`src/rtl/prime_div_classifier.sv`:
```
// Sequential prime / divisible-by-DIV classifier.
// One shared bit-serial remainder unit runs one MSB-first pass of WIDTH cycles per divisor.
// The first pass divides by DIV to produce d. Each later pass divides by a trial divisor
// t = 2, 3, ... to decide p.
module prime_div_classifier #(
  parameter int unsigned WIDTH = 4,
  parameter int unsigned DIV   = 3
) (
  input  logic             clk,
  input  logic             reset,
  input  logic             in_valid,
  output logic             in_ready,
  input  logic [WIDTH-1:0] a,
  output logic             out_valid,
  input  logic             out_ready,
  output logic             p,
  output logic             d
);

  localparam int unsigned IdxW = (WIDTH > 2) ? $clog2(WIDTH) : 1;
  localparam logic [IdxW-1:0]  IdxTop = IdxW'(WIDTH - 1);
  localparam logic [WIDTH-1:0] DivW   = WIDTH'(DIV);

  typedef enum logic [1:0] {StIdle, StModk, StTrial, StDone} state_e;

  state_e           state_q;
  logic [WIDTH-1:0] val_q;
  logic [WIDTH-1:0] rem_q;
  logic [WIDTH-1:0] t_q;
  logic [IdxW-1:0]  idx_q;
  logic             p_q, d_q, out_valid_q;

  logic [WIDTH-1:0]   divisor;
  logic [WIDTH:0]     shifted;
  logic [WIDTH-1:0]   rem_next;
  logic [WIDTH:0]     t_p1;
  logic [2*WIDTH+1:0] t_sq;
  logic               last_bit;
  logic               sq_exceeds;

  // One remainder step. The remainder is below the divisor, so a single subtract suffices.
  always_comb begin
    divisor    = (state_q == StModk) ? DivW : t_q;
    shifted    = {rem_q, val_q[idx_q]};
    rem_next   = '0;
    if (shifted >= {1'b0, divisor}) begin
      rem_next = WIDTH'(shifted - {1'b0, divisor});
    end else begin
      rem_next = shifted[WIDTH-1:0];
    end
    last_bit   = (idx_q == '0);
    t_p1       = {1'b0, t_q} + {{WIDTH{1'b0}}, 1'b1};
    t_sq       = {{(WIDTH+1){1'b0}}, t_p1} * {{(WIDTH+1){1'b0}}, t_p1};
    sq_exceeds = t_sq > {{(WIDTH+2){1'b0}}, val_q};
  end

  // Accept is only possible in IDLE, and is blocked while reset is high.
  always_comb begin
    in_ready = (state_q == StIdle) && !reset;
  end

  assign out_valid = out_valid_q;
  assign p         = p_q;
  assign d         = d_q;

  // Control FSM and datapath registers. A reset aborts any pass in progress.
  always_ff @(posedge clk) begin
    if (reset) begin
      state_q     <= StIdle;
      val_q       <= '0;
      rem_q       <= '0;
      t_q         <= '0;
      idx_q       <= '0;
      p_q         <= 1'b0;
      d_q         <= 1'b0;
      out_valid_q <= 1'b0;
    end else begin
      case (state_q)
        StIdle: begin
          if (in_valid) begin
            val_q   <= a;
            rem_q   <= '0;
            idx_q   <= IdxTop;
            state_q <= StModk;
          end
        end
        StModk: begin
          if (last_bit) begin
            d_q <= (rem_next == '0);
            if ((val_q >> 1) == '0) begin
              p_q         <= 1'b0;
              out_valid_q <= 1'b1;
              state_q     <= StDone;
            end else if ((val_q >> 2) == '0) begin
              p_q         <= 1'b1;
              out_valid_q <= 1'b1;
              state_q     <= StDone;
            end else begin
              t_q     <= WIDTH'(2);
              rem_q   <= '0;
              idx_q   <= IdxTop;
              state_q <= StTrial;
            end
          end else begin
            rem_q <= rem_next;
            idx_q <= idx_q - 1'b1;
          end
        end
        StTrial: begin
          if (last_bit) begin
            if (rem_next == '0) begin
              p_q         <= 1'b0;
              out_valid_q <= 1'b1;
              state_q     <= StDone;
            end else if (sq_exceeds) begin
              p_q         <= 1'b1;
              out_valid_q <= 1'b1;
              state_q     <= StDone;
            end else begin
              t_q   <= t_p1[WIDTH-1:0];
              rem_q <= '0;
              idx_q <= IdxTop;
            end
          end else begin
            rem_q <= rem_next;
            idx_q <= idx_q - 1'b1;
          end
        end
        StDone: begin
          if (out_ready) begin
            out_valid_q <= 1'b0;
            state_q     <= StIdle;
          end
        end
        default: state_q <= StIdle;
      endcase
    end
  end

endmodule

```
`config.mk`:
```
export PLATFORM = sky130hd
export DESIGN_NAME = prime_div_classifier
export DESIGN_NICKNAME = d
export VERILOG_FILES = /design/src/rtl/prime_div_classifier.sv
export SDC_FILE = /design/constraint.sdc
export NUM_CORES = 1
export LEC_CHECK = 0
export BUFFER_PORTS_ARGS = -buffer_cell sky130_fd_sc_hd__buf_2
export CAP_MARGIN = 40
export CORE_MARGIN = 2
export CORE_UTILIZATION = 30
export CTS_CLUSTER_SIZE = 10
export DETAILED_ROUTE_END_ITERATION = 6
export PLACE_DENSITY_LB_ADDON = 0.3
export REMOVE_ABC_BUFFERS = 1
export SETUP_SLACK_MARGIN = 0.5
export SLEW_MARGIN = 15
export SYNTH_ARGS = -nofsm -noshare
export SYNTH_HDL_FRONTEND = slang
export SYNTH_SLANG_ARGS = --single-unit
```
`constraint.sdc`:
```
create_clock -name clk -period 6.85 [get_ports clk]
set_clock_uncertainty 0.1 [all_clocks]
set_input_delay 1.0275 -clock clk [delete_from_list [all_inputs] [get_ports clk]]
set_output_delay 1.0275 -clock clk [all_outputs]
set_load 0.01 [all_outputs]
```
==> results of run 1 <==
==> layout make-up <==
| class | instances | area (um^2) |
|---|---|---|
| Fill cell | 655 | 4240 |
| Clock buffer | 3 | 41.3 |
| Inverter | 24 | 90.1 |
| Multi-Input combinational cell | 199 | 1510 |
| Clock inverter | 1 | 5.00 |
| Tap cell | 77 | 96.3 |
| Sequential cell | 19 | 380 |
| Timing Repair Buffer | 11 | 55.1 |
==> cell usage after synthesis (all sizes together), types with 2 or more instances <==
master | n | area (um^2)
ha | 25 | 313
a2bb2oi | 2 | 23.8
nand2b | 10 | 62.6
o41ai | 2 | 25.0
or4 | 2 | 18.8
mux2 | 2 | 26.3
nor2b | 7 | 43.8
a311o | 2 | 20.0
xnor2 | 4 | 42.6
inv | 24 | 90.1
nor2 | 17 | 63.8
nand2 | 20 | 75.1
nor3 | 6 | 35.0
mux2i | 7 | 70.1
nand4b | 2 | 17.5
or3 | 3 | 23.8
o31ai | 4 | 35.0
dfxtp | 19 | 380
o21ai | 6 | 30.0
a31oi | 5 | 31.3
a211oi | 3 | 35.0
nor4 | 3 | 18.8
or2 | 5 | 31.3
fa | 3 | 60.1
a31o | 2 | 17.5
a311oi | 2 | 17.5
and4 | 2 | 17.5
a21oi | 16 | 80.1
buf | 2 | 8.75
nand4 | 3 | 18.8
clkbuf | 6 | 22.5
nor3b | 3 | 22.5
a221oi | 2 | 17.5
o21a | 3 | 23.8
o221ai | 2 | 17.5
a41o | 2 | 20.0
nand3 | 10 | 50.1
==> cell families after synthesis <==
group,after synthesis,share of synthesized area
and+or+nand+nor,96,0.259
xor gates and xnor gates,5,0.0255
other,1,0.00186
muxes,10,0.0590
adders and majority gates,28,0.185
AOI/OAI and AO/OA,59,0.220
DFF,19,0.189
buffers and inverters,32,0.0602
==> power groups by stage <==
stage                     registers, W  logic (W)  clock network, W
final                         0.000166   0.000519         0.0000807
after global routing          0.000170   0.000582         0.0000908
after CTS                     0.000166   0.000516         0.0000846
after detailed placement      0.000168   0.000512                 0
after global placement        0.000169   0.000513                 0
after floorplan               0.000164   0.000405                 0
==> metal layers <==
metal  track usage  part of all wire  wire (um)
met5             0                 0          0
met4        0.0346            0.0070         31
met3        0.0231             0.022         99
met2         0.202              0.45       1990
met1         0.185              0.52       2300
==> sequential cells by signal, summed over array words and instances (netlist names) <==
register,count
d,1
idx_q,2
out_valid,1
p,1
rem_q,4
state_q,2
t_q,4
val_q,4
==> metrics by stage <==
step                setup WS (ns)  total power (W)   util  cell area [um^2]  hold WS [ns]
global placement             1.67         0.000682  0.333              2140         0.346
global route                 1.26         0.000843  0.340              2180         0.415
finish                       1.58         0.000766  0.340              2180         0.369
floorplan                    1.86         0.000569      -              1980         0.345
CTS                          1.55         0.000767  0.340              2180         0.379
detailed placement           1.56         0.000681  0.333              2140         0.367
==> critical path, cell delays in order (launching register included) <==
cell and delay, ns:
dfxtp_1 0.58, inv_1 0.11, ha_1 0.38, or2_2 0.36, fa_1 0.49, fa_1 0.51
inv_1 0.04, ha_1 0.27, a41o_1 0.23, ha_1 0.30, a21oi_1 0.12, a221oi_1 0.25
a31oi_1 0.09, or4_4 0.46, a211oi_4 0.33, o21a_2 0.24, mux2_4 0.30
==> path summary, 6_finish.rpt <==
check	start	end	slack [ns]
setup / recovery	t_q[0]$_SDFFE_PP0P_	t_q[1]$_SDFFE_PP0P_	1.58
hold / removal	d$_SDFFE_PP0P_	d$_SDFFE_PP0P_	0.37
setup reg to reg	t_q[0]$_SDFFE_PP0P_	t_q[1]$_SDFFE_PP0P_	1.58
hold reg to reg	d$_SDFFE_PP0P_	d$_SDFFE_PP0P_	0.37
==> impl_metrics.csv, run 1 <==
group,metric,value,unit
logic_synthesis,synth_cell_types,61,
clocking,cts_buffers,3,
timing,finalCritPeriodShare,0.769,
logic_synthesis,syn-instance-count,250,
timing,rsz0062_at_grt,"no",
logic_synthesis,synth-edff-count,0,
routing,ant_nets,0,
pwr,clkPwrFrac,0.105,
grt,grt_pass1_wl,7870,um
floorplanning,num_rows,29,
clocking,cts_max_level,1,
timing,hold_violations,0,
clocking,cts_sinks,19,
routing,routed_wirelength,4420,um
logic_synthesis,ys.flop_type,"dfxtp_1",
pwr,netSwitchingPower,0.000379,W
pwr,leakage,0.891,nW
floorplanning,ioPinCount,12,
clocking,root_buffer,"clkbuf_8",
clocking,clockBufferDepth,2,
worst_setup_path,r2r.worst_path.cells,16,
clocking,clock_latency,0.26,ns
timing,tightestPinTransition,0.498,ns
pwr,vdd_drop_max,0.000156,V
logic_synthesis,ys_seq_area_frac,0.189,
layout,syn2layout_area_growth,8.26,%
place,gp_congestion,0.801,
layout,instances_no_fill,334,
timing,maxSlewViolCount,0,
worst_setup_path,arrival,5.32,ns
grt,antenna_found_initial,0,
layout,num_antenna_cells,0,
routing,drt-initial-drc-count,109,
clocking,post_cts_buffers,0,
grt,grt_max_degree,27,
worst_hold_path,hold_path.class,"register to register",
worst_setup_path,critPathCaptureType,"register",
layout,final_cell_mix,"ha_1 (25), inv_1 (24), nand2_1 (20)",
worst_setup_path,startpoint_type,"register",
routing,firstDrtPassIters,4,
floorplanning,core,0.00642,mm^2
worst_setup_path,cp_max_fo,13,
layout,final_nets,294,
floorplanning,die_width,86.0,um
routing,drc,0,
pwr,swShare,0.495,
pwr,intPower,0.000387,W
pwr,seq_power_share,0.216,
clocking,cts_tree,"done",
place,place_inst,330,
timing,max-slew-margin-rel,0.666,
routing,vias,1775,
clocking,cts-resized-gates,0,
floorplanning,die_h,86.0,um
layout,drive_above_1_share,0.128,
logic_synthesis,synth-seq-cells,19,
logic_synthesis,yosys_warnings,0,
logic_synthesis,synth_async_sr_flop_share,0,
logic_synthesis,syn_area_per_cell,8.06,um^2
grt,grt_pass1_vias,1725,
worst_setup_path,crit_type,"register to register",
floorplanning,floorplan.initialDensity,0.314,
worst_setup_path,worst-endpoint-required,6.90,ns
logic_synthesis,syn_area,0.00202,mm^2
place,post-dp-hpwl,3530,um
pwr,powerDensity,351,mW/mm^2
clocking,hold_buffers,0,
grt,grt_use_total,0.130,
timing,min_period,5.27,ns
run,cap_viol_max_count,0,
clocking,clkSlewWorstSetupHoldPaths,0.08,ns
place,numPortBuffers,11,
routing,via_per_inst,5.31,
floorplanning,dieArea,0.00739,mm^2
timing,setup_tns,0,ns
status,status,"finished clean",
routing,wl_per_cell,13.2,um
layout,layout_commonest_cell,"ha_1",
timing,setup-violations-final,0,
timing,fmax,190,MHz
worst_hold_path,worst_hold_path.num_cells,2,
grt,overflow,0,
pwr,power_frac_comb,0.678,
Note: power is estimated with default switching activity, not from simulation.
==> inputs of run 2 (changes only) <==
==> constraint.sdc (replaced) <==
create_clock -name clk -period 4.7 [get_ports clk]
set_clock_uncertainty 0.1 [all_clocks]
set_input_delay 0.705 -clock clk [delete_from_list [all_inputs] [get_ports clk]]
set_output_delay 0.705 -clock clk [all_outputs]
set_load 0.01 [all_outputs]
==> impl_metrics.csv, run 2 (synthesis results as in run 1) <==
group,metric,value,unit
pwr,seq_power_share,0.200,
layout,final_core_util,0.402,
worst_setup_path,crit_family,"adder cells",
routing,vias,1929,
pwr,power_frac_comb,0.704,
clocking,root_buffer,"clkbuf_8",
timing,max-slew-margin-rel,0.610,
routing,routed_wirelength,5020,um
pwr,clkPwrFrac,0.096,
status,status,"finished, violations left",
worst_setup_path,startpoint_type,"register",
layout,syn2layout_area_growth,28.2,%
worst_setup_path,cp_slowest_cell,"fa_1",
routing,via_per_inst,5.33,
pwr,vdd_drop_max,0.000250,V
pwr,powerDensity,481,mW/mm^2
floorplanning,dieArea,0.00739,mm^2
grt,grt_use_total,0.143,
timing,maxSlewViolCount,0,
layout,drive_above_1_share,0.284,
grt,grt_max_degree,27,
layout,final_cell_mix,"buf_4 (24), inv_1 (22), ha_1 (22)",
layout,final_nets,322,
timing,timing.final.ws_setup,-0.0286,ns
layout,layout_commonest_cell,"buf_4",
floorplanning,die_width,86.0,um
floorplanning,ioPinCount,12,
timing,rsz0062_at_grt,"yes",
layout,instances_no_fill,362,
worst_setup_path,path_buf_inv,3,
clocking,cts_sinks,19,
worst_setup_path,critPathCaptureType,"register",
worst_setup_path,crit_chain,"inv_4 -> ha_4 -> or2_4 -> fa_1 -> fa_1 -> inv_1 -> ha_1 -> a41o_1 -> ha_4 -> nand3_4 -> a221oi_2 -> a31oi_1 -> or4_4 -> a2111o_1 -> buf_6 -> nand4_1 -> mux2i_1",
clocking,cts_tree,"done",
grt,grt_pass1_vias,1913,
floorplanning,floorplan.initialDensity,0.314,
place,place_ws,-0.159,ns
worst_setup_path,cp_max_fo,4,
layout,num_antenna_cells,0,
clocking,clkSlewWorstSetupHoldPaths,0.08,ns
floorplanning,core,0.00642,mm^2
timing,fmax,211,MHz
routing,wl_per_cell,13.9,um
grt,grt_pass1_wl,8690,um
timing,setup-violations-final,1,
clocking,cts_max_level,1,
pwr,netSwitchingPower,0.000616,W
routing,firstDrtPassIters,4,
grt,antenna_found_initial,0,
timing,tightestPinTransition,0.583,ns
clocking,cts_buffers,3,
worst_setup_path,worst-endpoint-required,4.80,ns
floorplanning,die_h,86.0,um
place,post-dp-hpwl,3730,um
routing,drt-initial-drc-count,89,
place,numPortBuffers,11,
worst_setup_path,crit_type,"register to register",
floorplanning,num_rows,29,
worst_setup_path,cpPeakStageDelay,0.52,ns
pwr,leakage,1.05,nW
worst_hold_path,hold_path.class,"register to register",
timing,whs,0.362,ns
timing,setup_tns,-0.0286,ns
clocking,clockBufferDepth,2,
clocking,clock_latency,0.26,ns
grt,overflow,0,
place,gp_congestion,0.870,
pwr,swShare,0.496,
place,place_inst,350,
worst_setup_path,arrival,4.82,ns
run,cap_viol_max_count,0,
layout,reg.largest.list,"rem_q x4, t_q x4, val_q x4",
routing,ant_nets,0,
timing,finalCritPeriodShare,1.01,
status,violations,"negative setup slack",
timing,min_period,4.73,ns
pwr,intPower,0.000627,W
routing,drc,0,
timing,hold_violations,0,
-- run 2: worst min-delay path, cell delays in order (launching register included) --
cell and delay, ns:
dfxtp_1 0.31, nand2_1 0.05, a21oi_1 0.05
-- run 2: through the flow --
stage	instance area, um^2	power, W
6_report	2580	0.00124
3_3_place_gp	2290	0.00102
5_1_grt	2580	0.00136
4_1_cts	2490	0.00120
2_1_floorplan	1980	0.000829
3_5_place_dp	2290	0.00103
-- run 2: power by group through the flow --
stage / Combinational [W] / Clock, W / Sequential (W)
after detailed placement: 0.000785 / 0 / 0.000243
after CTS: 0.000826 / 0.000126 / 0.000247
after global placement: 0.000782 / 0 / 0.000243
final: 0.000875 / 0.000120 / 0.000249
after floorplan: 0.000590 / 0 / 0.000239
after global routing: 0.000978 / 0.000131 / 0.000256
-- run 2: worst paths after layout --
| path | slack, ns | cells after the start | startpoint | end |
|---|---|---|---|---|
| max | -0.03 | 17 | t_q[0]$_SDFFE_PP0P_ | p$_SDFFE_PP0P_ |
| min | 0.36 | 2 | d$_SDFFE_PP0P_ | d$_SDFFE_PP0P_ |
| max reg2reg | -0.03 | 17 | t_q[0]$_SDFFE_PP0P_ | p$_SDFFE_PP0P_ |
| min reg2reg | 0.36 | 2 | d$_SDFFE_PP0P_ | d$_SDFFE_PP0P_ |
-- run 2: timing repair --
item	in CTS	in global routing
buffers inserted	5	3
endpoints found under the hold margin	0	0
pin swaps	17	13
gates resized for setup	23	16
endpoints found under the setup margin	14	14
hold buffers	0	0
-- run 2: area by class of cell --
type	count	area, um^2
flip-flops and latches	19	390
multi-input cells	199	1680
inverters	24	95.1
well taps	77	96.3
fillers	608	3840
clock buffers	4	45.0
repair buffers	39	280
-- run 2: layer usage --
layer	vias to the layer above	share of wire	track usage
met4	0	0.013	0.0375
met3	7	0.030	0.0135
li1	975	-	-
met5	-	0	0
met1	908	0.48	0.189
met2	39	0.47	0.249
